## config.mk

```make
export PLATFORM = sky130hd
export DESIGN_NAME = addsub_pipe_flat
export DESIGN_NICKNAME = d
export VERILOG_FILES = /design/src/rtl/addsub_pipe_if.sv /design/src/rtl/addsub_pipe.sv /design/src/flat_wrapper.sv
export SDC_FILE = /design/constraint.sdc
export NUM_CORES = 1
export LEC_CHECK = 0
export CAP_MARGIN = 10
export CORE_UTILIZATION = 35
export CTS_CLUSTER_SIZE = 12
export DETAILED_ROUTE_END_ITERATION = 8
export SYNTH_ARGS = -nofsm -noshare
export SYNTH_HDL_FRONTEND = slang
export SYNTH_SLANG_ARGS = --single-unit
```

## constraint.sdc

```tcl
create_clock -name i_Clk -period 2.8 [get_ports i_Clk]
set_input_delay 0.42 -clock i_Clk [delete_from_list [all_inputs] [get_ports i_Clk]]
set_output_delay 0.42 -clock i_Clk [all_outputs]
set_load 0.01 [all_outputs]
```

## src/rtl/addsub_pipe_if.sv

```systemverilog
// Operand/result bundle for addsub_pipe; slave is the unit, master is the producer/consumer.
interface addsub_pipe_if #(
    parameter int WIDTH = 32
);
    logic [WIDTH-1:0] i_A;
    logic [WIDTH-1:0] i_B;
    logic             i_Select;
    logic             i_Valid;
    logic             o_Ready;
    logic [WIDTH-1:0] o_Out;
    logic             o_Cout;
    logic             o_Overflow;
    logic             o_Zero;
    logic             o_Negative;
    logic             o_Valid;
    logic             i_Ready;

    modport slave (
        input  i_A, i_B, i_Select, i_Valid, i_Ready,
        output o_Ready, o_Out, o_Cout, o_Overflow, o_Zero, o_Negative, o_Valid
    );

    modport master (
        output i_A, i_B, i_Select, i_Valid, i_Ready,
        input  o_Ready, o_Out, o_Cout, o_Overflow, o_Zero, o_Negative, o_Valid
    );
endinterface

```

## src/rtl/addsub_pipe.sv

```systemverilog
// Pipelined add/subtract: carry chain cut into STAGES slices, one register per slice.
// Optional signed saturation in the last stage when ADDSUB_SAT_EN is defined.
module addsub_pipe #(
    parameter int WIDTH  = 32,
    parameter int STAGES = 4
) (
    input logic          i_Clk,
    input logic          i_Rst_n,
    addsub_pipe_if.slave bus
);
    localparam int S = WIDTH / STAGES;
    localparam int L = STAGES - 1;

    if (WIDTH < 2 || STAGES < 1 || STAGES > WIDTH || (WIDTH % STAGES) != 0) begin : g_bad_cfg
        $error("addsub_pipe: illegal WIDTH/STAGES combination");
    end

    // Handshake: a transfer happens on a rising edge where valid && ready are both high.
    // The whole pipe advances together when the output slot is empty or being drained;
    // otherwise every stage, bubbles included, holds.
    logic adv;
    logic out_vld;
    assign adv         = !out_vld || bus.i_Ready;
    assign bus.o_Ready = adv;

    for (genvar k = 0; k < STAGES; k++) begin : g_stg
        logic [WIDTH-1:0] a_in;
        logic [WIDTH-1:0] b_in;
        logic [WIDTH-1:0] s_in;
        logic             c_in;
        logic             v_in;
        logic [S:0]       slice;
        logic [WIDTH-1:0] s_nx;

        if (k == 0) begin : g_first
            // B is pre-inverted for subtraction; the op then rides along as the carry chain.
            assign a_in = bus.i_A;
            assign b_in = bus.i_B ^ {WIDTH{bus.i_Select}};
            assign c_in = bus.i_Select;
            assign s_in = '0;
            assign v_in = bus.i_Valid;
        end else begin : g_next
            assign a_in = g_stg[k-1].g_reg.a_q;
            assign b_in = g_stg[k-1].g_reg.b_q;
            assign c_in = g_stg[k-1].g_reg.c_q;
            assign s_in = g_stg[k-1].g_reg.s_q;
            assign v_in = g_stg[k-1].g_reg.v_q;
        end

        assign slice = {1'b0, a_in[k*S +: S]} + {1'b0, b_in[k*S +: S]} + {{S{1'b0}}, c_in};

        always_comb begin
            s_nx            = s_in;
            s_nx[k*S +: S]  = slice[S-1:0];
        end

        if (k < L) begin : g_reg
            logic [WIDTH-1:0] a_q;
            logic [WIDTH-1:0] b_q;
            logic [WIDTH-1:0] s_q;
            logic             c_q;
            logic             v_q;

            always_ff @(posedge i_Clk or negedge i_Rst_n) begin
                if (!i_Rst_n) begin
                    a_q <= '0;
                    b_q <= '0;
                    s_q <= '0;
                    c_q <= 1'b0;
                    v_q <= 1'b0;
                end else if (adv) begin
                    a_q <= a_in;
                    b_q <= b_in;
                    s_q <= s_nx;
                    c_q <= slice[S];
                    v_q <= v_in;
                end
            end
        end
    end

    logic [WIDTH-1:0] raw;
    logic [WIDTH-1:0] res;
    logic             a_msb;
    logic             b_msb;
    logic             cout;
    logic             ovf;

    assign raw   = g_stg[L].s_nx;
    assign cout  = g_stg[L].slice[S];
    assign a_msb = g_stg[L].a_in[WIDTH-1];
    assign b_msb = g_stg[L].b_in[WIDTH-1];
    // Same as carry-in(MSB) ^ carry-out(MSB): like-signed operands giving an unlike-signed sum.
    assign ovf   = (a_msb == b_msb) && (raw[WIDTH-1] != a_msb);

`ifdef ADDSUB_SAT_EN
    always_comb begin
        res = raw;
        if (ovf) begin
            res = a_msb ? {1'b1, {(WIDTH-1){1'b0}}} : {1'b0, {(WIDTH-1){1'b1}}};
        end
    end
`else
    assign res = raw;
`endif

    // Lower operand bits are already consumed by earlier slices when they reach the last stage.
    logic unused_tail;
    assign unused_tail = ^{g_stg[L].a_in, g_stg[L].b_in};

    logic [WIDTH-1:0] out_q;
    logic             cout_q;
    logic             ovf_q;
    logic             zero_q;
    logic             neg_q;

    always_ff @(posedge i_Clk or negedge i_Rst_n) begin
        if (!i_Rst_n) begin
            out_q   <= '0;
            cout_q  <= 1'b0;
            ovf_q   <= 1'b0;
            zero_q  <= 1'b0;
            neg_q   <= 1'b0;
            out_vld <= 1'b0;
        end else if (adv) begin
            out_q   <= res;
            cout_q  <= cout;
            ovf_q   <= ovf;
            zero_q  <= (res == '0);
            neg_q   <= res[WIDTH-1];
            out_vld <= g_stg[L].v_in;
        end
    end

    assign bus.o_Out      = out_q;
    assign bus.o_Cout     = cout_q;
    assign bus.o_Overflow = ovf_q;
    assign bus.o_Zero     = zero_q;
    assign bus.o_Negative = neg_q;
    assign bus.o_Valid    = out_vld;
endmodule

```

## src/flat_wrapper.sv

```systemverilog
// flat-port wrapper written by rule: the top's interface ports become plain ports
module addsub_pipe_flat 
#(
    parameter int WIDTH  = 32,
    parameter int STAGES = 4
)
  (i_Clk, i_Rst_n, bus_i_A, bus_i_B, bus_i_Select, bus_i_Valid, bus_i_Ready, bus_o_Ready, bus_o_Out, bus_o_Cout, bus_o_Overflow, bus_o_Zero, bus_o_Negative, bus_o_Valid);
  addsub_pipe_if #(.WIDTH(WIDTH)) bus_i ();
  input logic i_Clk;
  input logic i_Rst_n;
  input wire logic [$bits(bus_i.i_A)-1:0] bus_i_A;
  input wire logic [$bits(bus_i.i_B)-1:0] bus_i_B;
  input wire logic [$bits(bus_i.i_Select)-1:0] bus_i_Select;
  input wire logic [$bits(bus_i.i_Valid)-1:0] bus_i_Valid;
  input wire logic [$bits(bus_i.i_Ready)-1:0] bus_i_Ready;
  output wire logic [$bits(bus_i.o_Ready)-1:0] bus_o_Ready;
  output wire logic [$bits(bus_i.o_Out)-1:0] bus_o_Out;
  output wire logic [$bits(bus_i.o_Cout)-1:0] bus_o_Cout;
  output wire logic [$bits(bus_i.o_Overflow)-1:0] bus_o_Overflow;
  output wire logic [$bits(bus_i.o_Zero)-1:0] bus_o_Zero;
  output wire logic [$bits(bus_i.o_Negative)-1:0] bus_o_Negative;
  output wire logic [$bits(bus_i.o_Valid)-1:0] bus_o_Valid;
  assign bus_i.i_A = bus_i_A;
  assign bus_i.i_B = bus_i_B;
  assign bus_i.i_Select = bus_i_Select;
  assign bus_i.i_Valid = bus_i_Valid;
  assign bus_i.i_Ready = bus_i_Ready;
  assign bus_o_Ready = bus_i.o_Ready;
  assign bus_o_Out = bus_i.o_Out;
  assign bus_o_Cout = bus_i.o_Cout;
  assign bus_o_Overflow = bus_i.o_Overflow;
  assign bus_o_Zero = bus_i.o_Zero;
  assign bus_o_Negative = bus_i.o_Negative;
  assign bus_o_Valid = bus_i.o_Valid;
  addsub_pipe #(.WIDTH(WIDTH), .STAGES(STAGES)) u_core (.i_Clk(i_Clk), .i_Rst_n(i_Rst_n), .bus(bus_i));
endmodule
```

Word-level counts from Yosys, hierarchy flattened
Cells that the tools add are included.

word-level totals
  flip-flop bits (word level) = 283
  input port bits = 69
  output and inout bits = 38
  logic and storage cells = 36

operators by class
  $add $sub $neg = 8
  eq/ne operators = 2
  bitwise operators = 1
  reductions and logical operators = 4

operator list
  cell               count
  $add 8x8->9        4
  $add 9x1->9        4
  $logic_not 32->1   1
  $xor 32x32->32     1
  $eq 1x1->1         1
  $logic_and 1x1->1  1
  $logic_not 1->1    1
  $logic_or 1x1->1   1
  $ne 1x1->1         1

Logic depth before layout (Yosys ltp)
  word-level depth = 4
  gate-level depth with buffers = 10
  depth with buffers taken out = 10

Worst setup path before layout
No wires, ideal clock.

  path type = input-to-reg
  start = in bus_i_Select
  end = reg u_core.g_stg[0].g_reg.c_q
  library setup time = 0.138 ns
  data arrival time = 2.275 ns
  data required time = 2.662 ns
  setup slack = 0.387 ns
  cell stages on the path = 10
  buffers on the path = 2
  path through = clkbuf_1 buf_2 xor2_1 fa_1 a21o_1 a21oi_1 o21ai_0 and3b_1 o21ai_0 a31oi_1

between the ends
  longest elaborated chain between the ends = 3

ends and longest elaborated chain
  item                  line                RTL
  start, declared       flat_wrapper.sv:13  input wire logic [$bits(bus_i.i_Select)-1:0] bus_i_Select;
  $xor 32x32->32        addsub_pipe.sv:38   assign b_in = bus.i_B ^ {WIDTH{bus.i_Select}};
  $add 8x8->9           addsub_pipe.sv:50   assign slice = {1'b0, a_in[k*S +: S]} + {1'b0, b_in[k*S +: S]} + {{S{1'b0}}, c_in};
  $add 9x1->9 *         addsub_pipe.sv:50
  end signal, assigned  addsub_pipe.sv:75   c_q <= slice[S];
  end, declared         addsub_pipe.sv:61   logic c_q;

Mark *: on every way between the ends. The rest lies on a longest branch, timed or not.
A chain may end at the register's enable or synchronous reset.

Final worst setup path
  start = reg u_core.g_stg[2].g_reg.c_q
  end = reg u_core.zero_q, in the netlist u_core.bus.o_Zero

between the ends
  longest elaborated chain between the ends = 2

ends and longest elaborated chain
  item                    line                RTL
  start, declared         addsub_pipe.sv:61
  start signal, assigned  addsub_pipe.sv:75
  $add 9x1->9             addsub_pipe.sv:50
  $logic_not 32->1        addsub_pipe.sv:129  zero_q <= (res == '0);
  end signal, assigned    addsub_pipe.sv:129
  end, declared           addsub_pipe.sv:114  logic zero_q;

Every way passes these cells.

==> reports/qor.yml <==
skew_ps: 10.5
ys_ff_latch: 186
dp_cells: 1317
power_density_nw_per_um2: 1100
grt_pass1_wl_um: 29800
yosysUniqueCellTypes: 39
synth_area_leaders: "dfrtp_1 55%, nand2_1 19%, ha_1 4.2%"
crit_arrival_ps: 2930
gr-usage-met2: 0.244
hold_depth: 1
cts-root-buf: "clkbuf_16"
nFillCells: 2349
place_ws_ps: 63.3
clock-sinks: 186
die-area_um2: 24600
crit_path_start_kind: "flip-flop"
diodes: 0
synth.most_common_cell: "nand2_1"
met1_usage: 0.213
tritoncts: "built"
grt_pass1_vias: 6035
grtUsageTotal: 0.155
relSlewSlack: 0.584
synthArstFlopShare: 1.00
crit_path_max_incr_delay_ps: 480
busiest_layer: "met2"
wire_per_inst_um: 12.9
final_cell_area_um2: 10400
synth_edf_count: 0
slew_viol_final: 0
drtIter0Drc: 308
clock.fmax_ghz: 0.383
coreArea_um2: 23500
antenna_found_initial: 0
critPathTopFamily: "compound AO/OA/AOI/OAI gates"
routed_wl_um: 17400
via_per_inst: 4.49
synth-main-ff-cell: "dfrtp_1"
p_leak_nw: 5.03
drt_first_pass_iters: 7
crit_path_top_delay_cell: "fa_1"
nets: 1122
crit_chain: "fa_1 -> fa_1 -> a211oi_1 -> o21bai_1 -> a21oi_1 -> xnor2_1 -> nor2_1 -> a32o_1"
synth_nets: 1030
synth_top_cell_by_area: "dfrtp_1"
setup_viol: 0
cts_setup_buffers: 0
gp_congestion: 0.814
cts-resized-gates: 0
hold_start: "u_core.g_stg[2].g_reg.v_q"
r2r_cells: 8
drive_gt1_frac: 0.0524
criticalPathCategory: "reg -> reg"
finalNonFillerCells: 1349
crit_path_frequent_cell: "fa_1"
cp-end-kind: "flip-flop"
crit_buf_inv: 0
placed_cell_area_um2: 9830
power_w: 0.0115
cp_max_fo: 2
area_delta_synth_final_pct: 24.3
synth_commonest_cells: "431 x nand2_1, 186 x dfrtp_1, 47 x o21ai_0"
cts.path.max_buffers: 2
cts_max_level: 4
numCtsBuffers: 17
hold_viol_final: 0
grt.overflow.total: 0
ff2ff_setup_slack_ps: 190
fin_setup_tns_ps: 0
rsz0062_at_grt: "false"
cp.required_ps: 3120
die_h_um: 157
cp-startpoint: "u_core.g_stg[2].g_reg.c_q"
synth_area_per_cell_um2: 9.08
grt_max_degree: 127
num_vias: 6055
io-pin-count: 107
min_path_type: "reg -> reg"
synth-seq-area-share: 0.554
rows: 56
tightest_slew_ps: 619
setup_slack_ps: 190
min_period_ps: 2610
dieWidth_um: 157
start_util: 0.357
syn_inst: 926
io_buffers: 106
path_clk_slew_ps: 70
drc: 0
vdd_ir_drop_max_mv: 0.389
ant_nets: 0
grtUsageMet3: 0.0369
status: "finished, final reports clean"
synth_warnings: 0
yosysTopAreaCellShare: 0.554
clkLatencyLatePin_ps: 430
hpwl_um: 11900
hold_end: "u_core.bus.o_Valid"
period_share: 0.932
reg2reg_from: "u_core.g_stg[2].g_reg.c_q"
r2r_end: "u_core.bus.o_Zero"
drv_cap: 0
syn_area_um2: 8410
## kinds of logic (layout without fill, tap and decap cells)
group / count (synthesis) / after routing / share of synthesized area
simple gates: 488 / 488 / 0.226
mux: 1 / 1 / 0.00179
flops: 186 / 186 / 0.554
buf+inv: 62 / 166 / 0.0301
compound gates: 106 / 106 / 0.0790
fa+ha+maj: 35 / 35 / 0.0584
xor+xnor: 48 / 48 / 0.0509
## power by group
| part | internal (W) | switching, W |
|---|---|---|
| sequential | 0.00388 | 0.000741 |
| clock | 0.00144 | 0.00106 |
| combinational | 0.00201 | 0.00236 |
## per-layer routing
metal | vias to the layer above | share of wire
met1 | 2820 | 0.51
met3 | 11 | 0.035
met2 | 91 | 0.45
met4 | 0 | 0.0078
li1 | 3133 | -
met5 | - | 0
## placed cells by master (no fill, tap or decap), drive strengths merged, types with 2 or more instances in the layout
master,netlist,final
a21o,4,4
nand2,431,431
nor2b,4,4
xor2,12,12
o21bai,6,6
inv,17,22
and3b,2,2
nand4,2,2
buf,14,12
clkbuf,31,19
clkdlybuf4s50,0,104
a31oi,3,3
bufinv,0,3
dfrtp,186,186
o211a,2,2
nor3,11,11
clkinv,0,5
o31ai,9,9
nor4,6,6
or3,3,3
xnor2,36,36
a211oi,6,6
fa,7,7
ha,28,28
o21ai,48,48
a21oi,16,16
o21a,6,6
nor2,28,28
a21boi,2,2
## registers in the layout, indices dropped and copies added, names as in the netlist
register / cells
u_core.g_stg.g_reg.a_q: 48
u_core.g_stg.g_reg.b_q: 48
u_core.g_stg.g_reg.s_q: 48
u_core.bus.o_Out: 31
u_core.g_stg.g_reg.c_q: 3
u_core.g_stg.g_reg.v_q: 3
u_core.bus.o_Cout: 1
u_core.bus.o_Negative: 1
u_core.bus.o_Overflow: 1
u_core.bus.o_Valid: 1
u_core.bus.o_Zero: 1
## layout make-up
type	count	area [µm²]	share of cell area
Clock buffer	18	439	0.0420
Clock inverter	13	166	0.0159
Inverter	17	66.3	0.00635
Multi-Input combinational cell	678	3510	0.336
Sequential cell	186	4650	0.446
Tap cell	319	399	0.0382
Timing Repair Buffer	118	1210	0.116
## worst max-delay path by stage
| stage | end | slack [ps] | cells past startpoint |
|---|---|---|---|
| after floorplan | u_core.g_stg[0].g_reg.c_q | 390 | 10 |
| after global placement | u_core.g_stg[0].g_reg.s_q[6] | 90 | 9 |
| after detailed placement | u_core.g_stg[0].g_reg.s_q[6] | 60 | 9 |
| after CTS | u_core.bus.o_Zero | 200 | 8 |
| after global routing | u_core.bus.o_Zero | 50 | 8 |
| final | u_core.bus.o_Zero | 190 | 8 |
## through the flow
step / hold WS [ps] / utilization
after floorplan: 124 / -
after global placement: 444 / 0.418
after detailed placement: 449 / 0.418
after CTS: 465 / 0.444
after global routing: 483 / 0.444
final: 461 / 0.444
## what timing repair did
| item | in CTS | in global routing |
|---|---|---|
| endpoints found under the setup margin | 0 | 0 |
| hold endpoints to repair | 14 | 0 |
| hold buffers | 1 | 0 |
Power figures use the tool's default switching activity.
